File: config.mk
export PLATFORM = sky130hd
export DESIGN_NAME = axis_pkt_gen
export DESIGN_NICKNAME = d
export VERILOG_FILES = /design/src/rtl/axis_pkt_gen.sv
export SDC_FILE = /design/constraint.sdc
export NUM_CORES = 1
export LEC_CHECK = 0
export CAP_MARGIN = 15
export CORE_ASPECT_RATIO = 1.1
export CORE_UTILIZATION = 49
export CTS_CLUSTER_SIZE = 10
export DETAILED_ROUTE_END_ITERATION = 8
export PLACE_DENSITY = 0.74
export SETUP_SLACK_MARGIN = 0.5
export SKIP_CTS_REPAIR_TIMING = 1
export SLEW_MARGIN = 20
export SYNTH_ARGS = -nofsm -noshare
export SYNTH_HDL_FRONTEND = slang
export SYNTH_SLANG_ARGS = --single-unit
export TNS_END_PERCENT = 5
File: constraint.sdc
create_clock -name clk -period 7.67 [get_ports clk]
set_clock_uncertainty 0.15 [all_clocks]
set_input_delay 1.1505 -clock clk [delete_from_list [all_inputs] [get_ports clk]]
set_output_delay 1.1505 -clock clk [all_outputs]
set_load 0.02 [all_outputs]
File: src/rtl/axis_pkt_gen.sv
// AXI-Stream packet source: programmable packet count/length, inc/LFSR/const
// data, inter-packet gaps and partial last-beat tkeep; honours backpressure.
module axis_pkt_gen #(
    parameter int          DATA_WD      = 32,
    parameter int          DATA_BYTE_WD = DATA_WD / 8,
    parameter int          LEN_WD       = 8,
    parameter logic [31:0] LFSR_POLY    = 32'h8020_0003
) (
    input  logic                    clk,
    input  logic                    rst_n,
    input  logic                    start,
    input  logic                    stop,
    input  logic [LEN_WD-1:0]       pkt_len,
    input  logic [15:0]             num_pkts,
    input  logic [7:0]              gap,
    input  logic [1:0]              mode,
    input  logic [DATA_WD-1:0]      seed,
    input  logic [DATA_BYTE_WD-1:0] last_keep,
    input  logic                    axi_tready,
    output logic                    axi_tvalid,
    output logic                    axi_tlast,
    output logic [DATA_BYTE_WD-1:0] axi_tkeep,
    output logic [DATA_WD-1:0]      axi_tdata,
    output logic                    busy,
    output logic                    done,
    output logic [15:0]             pkt_cnt
);

    localparam logic [DATA_WD-1:0] POLY = DATA_WD'(LFSR_POLY);

    typedef enum logic [1:0] {IDLE, SEND, GAP, DONE} state_e;

    state_e                  state_q;
    logic [DATA_WD-1:0]      data_q;
    logic [LEN_WD-1:0]       beat_q, len_q;
    logic [15:0]             num_q, pkt_cnt_q;
    logic [7:0]              gap_q, gap_cnt_q;
    logic [1:0]              mode_q;
    logic [DATA_BYTE_WD-1:0] keep_q;
    logic                    stop_q;

    logic               is_send, last_beat, hs, pkt_final;
    logic [DATA_WD-1:0] data_d;

    assign is_send   = (state_q == SEND);
    assign last_beat = (beat_q == len_q - LEN_WD'(1));
    assign hs        = is_send & axi_tready;
    // A stop arriving on the last-beat edge still ends the run after this packet.
    assign pkt_final = ((num_q != 16'd0) && (pkt_cnt_q + 16'd1 == num_q)) || stop_q || stop;

    always_comb begin
        data_d = data_q;
        case (mode_q)
            2'd1:    data_d = {1'b0, data_q[DATA_WD-1:1]} ^ (data_q[0] ? POLY : '0);
            2'd2:    data_d = data_q;
            default: data_d = data_q + DATA_WD'(1);
        endcase
    end

    always_ff @(posedge clk or negedge rst_n) begin
        if (!rst_n) begin
            state_q   <= IDLE;
            data_q    <= '0;
            beat_q    <= '0;
            len_q     <= '0;
            num_q     <= '0;
            pkt_cnt_q <= '0;
            gap_q     <= '0;
            gap_cnt_q <= '0;
            mode_q    <= '0;
            keep_q    <= '0;
            stop_q    <= 1'b0;
        end else begin
            case (state_q)
                IDLE: begin
                    stop_q <= 1'b0;
                    if (start) begin
                        len_q     <= (pkt_len == '0) ? LEN_WD'(1) : pkt_len;
                        num_q     <= num_pkts;
                        gap_q     <= gap;
                        mode_q    <= mode;
                        keep_q    <= (last_keep == '0) ? '1 : last_keep;
                        // All-zero is the LFSR lock-up state, so substitute all-ones.
                        data_q    <= (mode == 2'd1 && seed == '0) ? '1 : seed;
                        beat_q    <= '0;
                        pkt_cnt_q <= '0;
                        state_q   <= SEND;
                    end
                end
                SEND: begin
                    if (stop) stop_q <= 1'b1;
                    if (hs) begin
                        data_q <= data_d;
                        if (last_beat) begin
                            beat_q    <= '0;
                            pkt_cnt_q <= pkt_cnt_q + 16'd1;
                            if (pkt_final) begin
                                state_q <= DONE;
                            end else if (gap_q == 8'd0) begin
                                state_q <= SEND;
                            end else begin
                                gap_cnt_q <= gap_q - 8'd1;
                                state_q   <= GAP;
                            end
                        end else begin
                            beat_q <= beat_q + LEN_WD'(1);
                        end
                    end
                end
                GAP: begin
                    if (stop) begin
                        stop_q  <= 1'b1;
                        state_q <= DONE;
                    end else if (gap_cnt_q == 8'd0) begin
                        state_q <= SEND;
                    end else begin
                        gap_cnt_q <= gap_cnt_q - 8'd1;
                    end
                end
                default: state_q <= IDLE;
            endcase
        end
    end

    assign axi_tvalid = is_send;
    assign axi_tlast  = is_send & last_beat;
    assign axi_tkeep  = !is_send ? '0 : (last_beat ? keep_q : '1);
    assign axi_tdata  = is_send ? data_q : '0;
    assign busy       = is_send | (state_q == GAP);
    assign done       = (state_q == DONE);
    assign pkt_cnt    = pkt_cnt_q;

endmodule

# Yosys cells after proc, flatten, opt, wreduce, memory -nomap -nowiden
# Index checks and enable logic that the tools add are counted.
# word_totals
reg_bits,105
in_bits,75
out_inout_bits,56
word_cells,97
# op_classes
add_sub_neg,6
eq_ne,18
n_mux,36
n_bitwise,4
reduce_logical,22
# ops
operator,n
$mux 32,5
$pmux 32 s2,2
$mux 8,10
$mux 16,3
$add 32x1->32 const B,1
$logic_not 32->1,1
$pmux 16 s2,1
$pmux 8 s2,2
$xor 31x32->32,1
$logic_not 8->1,3
$sub 8x1->8 const B,3
$add 16x1->16 const B,1
$eq 16x16->1,1
$reduce_bool 16->1,1
$mux 2,7
$mux 4,3
$ne 2x2->1 const B,6
$reduce_and 4->1,3
$add 8x1->8 const B,1
$eq 8x8->1,1
$reduce_and 7->1,1
$eq 2x1->1 const B,3
$eq 2x2->1 const B,3
$ne 2x1->1 const B,3
other kinds (14),20

# Longest topological paths before layout
# depth
word_depth,9
ltp_mapped,12
ltp_nobuf,10

# Worst setup path before layout
# Ideal clock, no wire load.
# synth_path
path_kind,flip-flop to output port
from,register len_q[2]
to,output port axi_tlast
arrival_ns,2.113
required_time_ns,6.369
slack_ns,4.257
path_stages_with_launch,8
path_buffers,1
path_cell_list,dfrtp_1 > buf_2 > or4_4 > nor4_1 > o32ai_1 > o211ai_1 > nand2_1 > nor2_1
# synth_between
elab_chain_cells,3
# synth_lines
element,line_no,text
"start, declared",35,"logic [LEN_WD-1:0] beat_q, len_q;"
"start signal, assigned",78,len_q <= (pkt_len == '0) ? LEN_WD'(1) : pkt_len;
$sub 8x1->8,46,assign last_beat = (beat_q == len_q - LEN_WD'(1));
$eq 8x8->1,46,
$and 1x1->1,126,assign axi_tlast = is_send & last_beat;
"end, declared",21,"output logic axi_tlast,"
# Every way passes these cells.

# Worst setup path in the final report
# layout_path
from,register len_q[0]
to,output port axi_tlast
# The elaborated chain is that of the path after synthesis.

==> impl_metrics.py <==
metrics = {
    "outcome": {
        "status": "finished, final reports clean",
    },
    "yosys": {
        "async_flop_share_pct": 100,
        "netlist.area_leader.share_pct": 36.7,
        "synth_edf_count": 0,
        "syn_area_mm2": 0.00716,
        "yosysTopAreaCell": "dfrtp_1",
        "seq_area_frac_synth_pct": 36.7,
        "synth_fp_nets": 925,
        "synth_cells": 841,
        "yosysUniqueCellTypes": 64,
        "synth-warning-count": 0,
        "syn_avg_cell_area_um2": 8.51,
        "synth_area_leaders": "dfrtp_1 (37%), mux2_2 (6.3%), nand2_1 (5.0%), xnor2_1 (4.4%), o21ai_0 (3.9%)",
        "synth_top_flop_cell": "dfrtp_1",
        "ys_ff_latch": 105,
    },
    "timing": {
        "worst_slew_pin_slew_ns": 1.11,
        "setup_violations": 0,
        "hold_slack_ns": 0.340,
        "maxSlewViolCount": 0,
        "period_needed_ns": 4.54,
        "hold_viol": 0,
        "fmax_mhz": 220,
        "finalCritPeriodShare_pct": 59.1,
        "fin_tns_setup_ns": 0,
        "rsz0062_at_grt": "false",
        "relSlewSlack_pct": 25.8,
    },
    "worst_setup_path": {
        "rr_startpoint": "pkt_cnt[0]",
        "cp_slowest_cell": "clkdlybuf4s50_1",
        "cp_top_family": "simple AND/OR/NAND/NOR gates",
        "rrSetupSlack_ns": 3.92,
        "cp.required_ns": 6.37,
        "cp_num_buf_inv": 2,
        "r2r_cells": 9,
        "cp_cell_sequence": "inv_1 -> ha_1 -> nor3b_1 -> a21oi_1 -> a2111oi_4 -> nand2_1 -> nor2_1 -> clkdlybuf4s50_1",
        "endpoint": "axi_tlast",
        "start_kind": "register",
        "crit_start": "len_q[0]",
        "critPathMaxFanout": 9,
        "path_depth": 8,
        "path_class": "register to output port",
        "end_kind": "output port",
        "crit_arrival_ns": 3.24,
        "slowest_delay_ns": 0.62,
        "reg2reg_to": "gap_cnt_q[0]",
    },
    "power": {
        "p_leak_nw": 3.41,
        "max-vdd-ir-drop_mv": 0.217,
        "finalPower_w": 0.00341,
        "p_per_area_mw_per_mm2": 386,
    },
    "floorplan": {
        "dieArea_mm2": 0.0151,
        "die_h_um": 129,
        "initial_core_util_pct": 51.0,
        "rows": 45,
        "io_pins": 131,
        "dieWidth_um": 117,
        "core-area_mm2": 0.0140,
    },
    "final_layout": {
        "nets": 1011,
        "mostFrequentLayoutCells": "clkdlybuf4s50_1 (129), dfrtp_1 (105), nand2_1 (94)",
        "antenna_cells": 0,
        "synthToLayoutAreaGrowth_pct": 23.3,
        "layout_commonest_cell": "clkdlybuf4s50_1",
        "drive_above_1_share_pct": 8.26,
        "instances_no_fill": 1120,
    },
    "worst_hold_path": {
        "hold_depth": 2,
        "hold_class": "register to register",
    },
    "drt": {
        "wl_met1_mm": 8.52,
        "drt_iter0_drc": 435,
        "topRoutingLayerUsed": "met4",
        "wl_per_cell_um": 16.5,
        "ant_nets": 0,
        "viasPerCell": 5.83,
        "vias": 6530,
        "wl_met2_mm": 8.68,
        "drt_first_pass_iters": 5,
        "dr_wl_met3_um": 986,
        "drc_errors": 0,
        "routed_wl_mm": 18.5,
    },
    "place": {
        "place.gp.congestion": 0.855,
        "io_buffers": 130,
        "dp.cells": 1104,
        "hpwl_mm": 13.0,
    },
    "clock_network": {
        "cts_tree": "done",
        "cts.reportedPaths.clkPinSlew_ns": 0.07,
        "clock_latency_ns": 0.36,
        "h-tree-depth": 3,
        "max-clock-path-buffers": 2,
        "clock-sinks": 105,
        "cts_buffers": 9,
        "cts_root_buffer": "clkbuf_16",
    },
    "grt": {
        "overflow": 0,
        "antenna_found_initial": 0,
        "grt_pass1_wl_mm": 30.1,
        "grtUsageTotal_pct": 25.4,
        "grt_max_degree": 82,
        "grt_pass1_vias": 6017,
    },
    "job": {
        "cap_violations": 0,
    },
}
## final cells by class
class / instances / area, µm²
Clock buffer: 11 / 233
Timing Repair Buffer: 135 / 1340
Fill cell: 1192 / 5200
Sequential cell: 105 / 2630
Tap cell: 188 / 235
Inverter: 13 / 48.8
Clock inverter: 5 / 80.1
Multi-Input combinational cell: 663 / 4260
## worst register-to-register path, cell delays in order, from the launching register on
cell and delay [ns]:
dfrtp_1 0.51, ha_1 0.33, nand3_1 0.22, or3_1 0.45
o21ai_0 0.17, a211o_1 0.19, nand4_1 0.12, o31ai_2 0.74
or2_0 0.43, mux2_4 0.33
## stage by stage
step / setup WS (ns) / util, % / instance area [µm²]
finish: 3.13 / 62.9 / 8820
global placement: 3.65 / 60.6 / 8500
detailed placement: 3.58 / 60.6 / 8500
floorplan: 4.26 / - / 7160
global route: 2.90 / 62.9 / 8820
CTS: 3.16 / 62.9 / 8810
## sequential cells by signal (all words and copies together) (netlist names)
name and flops:
stop_q 1, gap_cnt_q 8, beat_q 8, state_q 2
gap_q 8, num_q 16, len_q 8, pkt_cnt 16
keep_q 4, mode_q 2, data_q 32
## Yosys cell counts, types with 25 or more instances
cell	n
xor2_1	30
nand2_1	95
dfrtp_1	105
mux2_2	40
nand3_1	33
o21ai_0	56
clkbuf_1	43
and2_1	34
nor3_1	28
nor4_1	25
nor2_1	68
a21oi_1	36
xnor2_1	36
## cells by family after synthesis
family	count (synthesis)	share of synthesized area, %
AOI/OAI and AO/OA	184	16.7
DFF	105	36.7
adders and majority gates	9	1.57
muxes	49	7.62
xor gates and xnor gates	66	8.08
and+or+nand+nor	355	25.1
buffers and inverters	73	4.23
## report_power, final
| group | internal (W) | total (W) | switching [W] |
|---|---|---|---|
| clock network | 0.000286 | 0.000502 | 0.000216 |
| logic | 0.000813 | 0.00179 | 0.000980 |
| registers | 0.000785 | 0.00111 | 0.000326 |
## worst min path at each step
stage	start	endpoint	slack, ns
after global placement	keep_q[2]	keep_q[2]	0.33
final	keep_q[2]	keep_q[2]	0.34
after detailed placement	keep_q[3]	keep_q[3]	0.33
after floorplan	keep_q[0]	keep_q[0]	0.30
after global routing	keep_q[2]	keep_q[2]	0.37
after CTS	keep_q[3]	keep_q[3]	0.35
## layer usage
| metal | vias to the layer above | global-route usage (%) |
|---|---|---|
| met1 | 3106 | 35.4 |
| met3 | 27 | 4.24 |
| met4 | 0 | 8.19 |
| met5 | - | 0 |
| met2 | 193 | 40.2 |
| li1 | 3204 | - |
(Power assumes the default switching activity.)
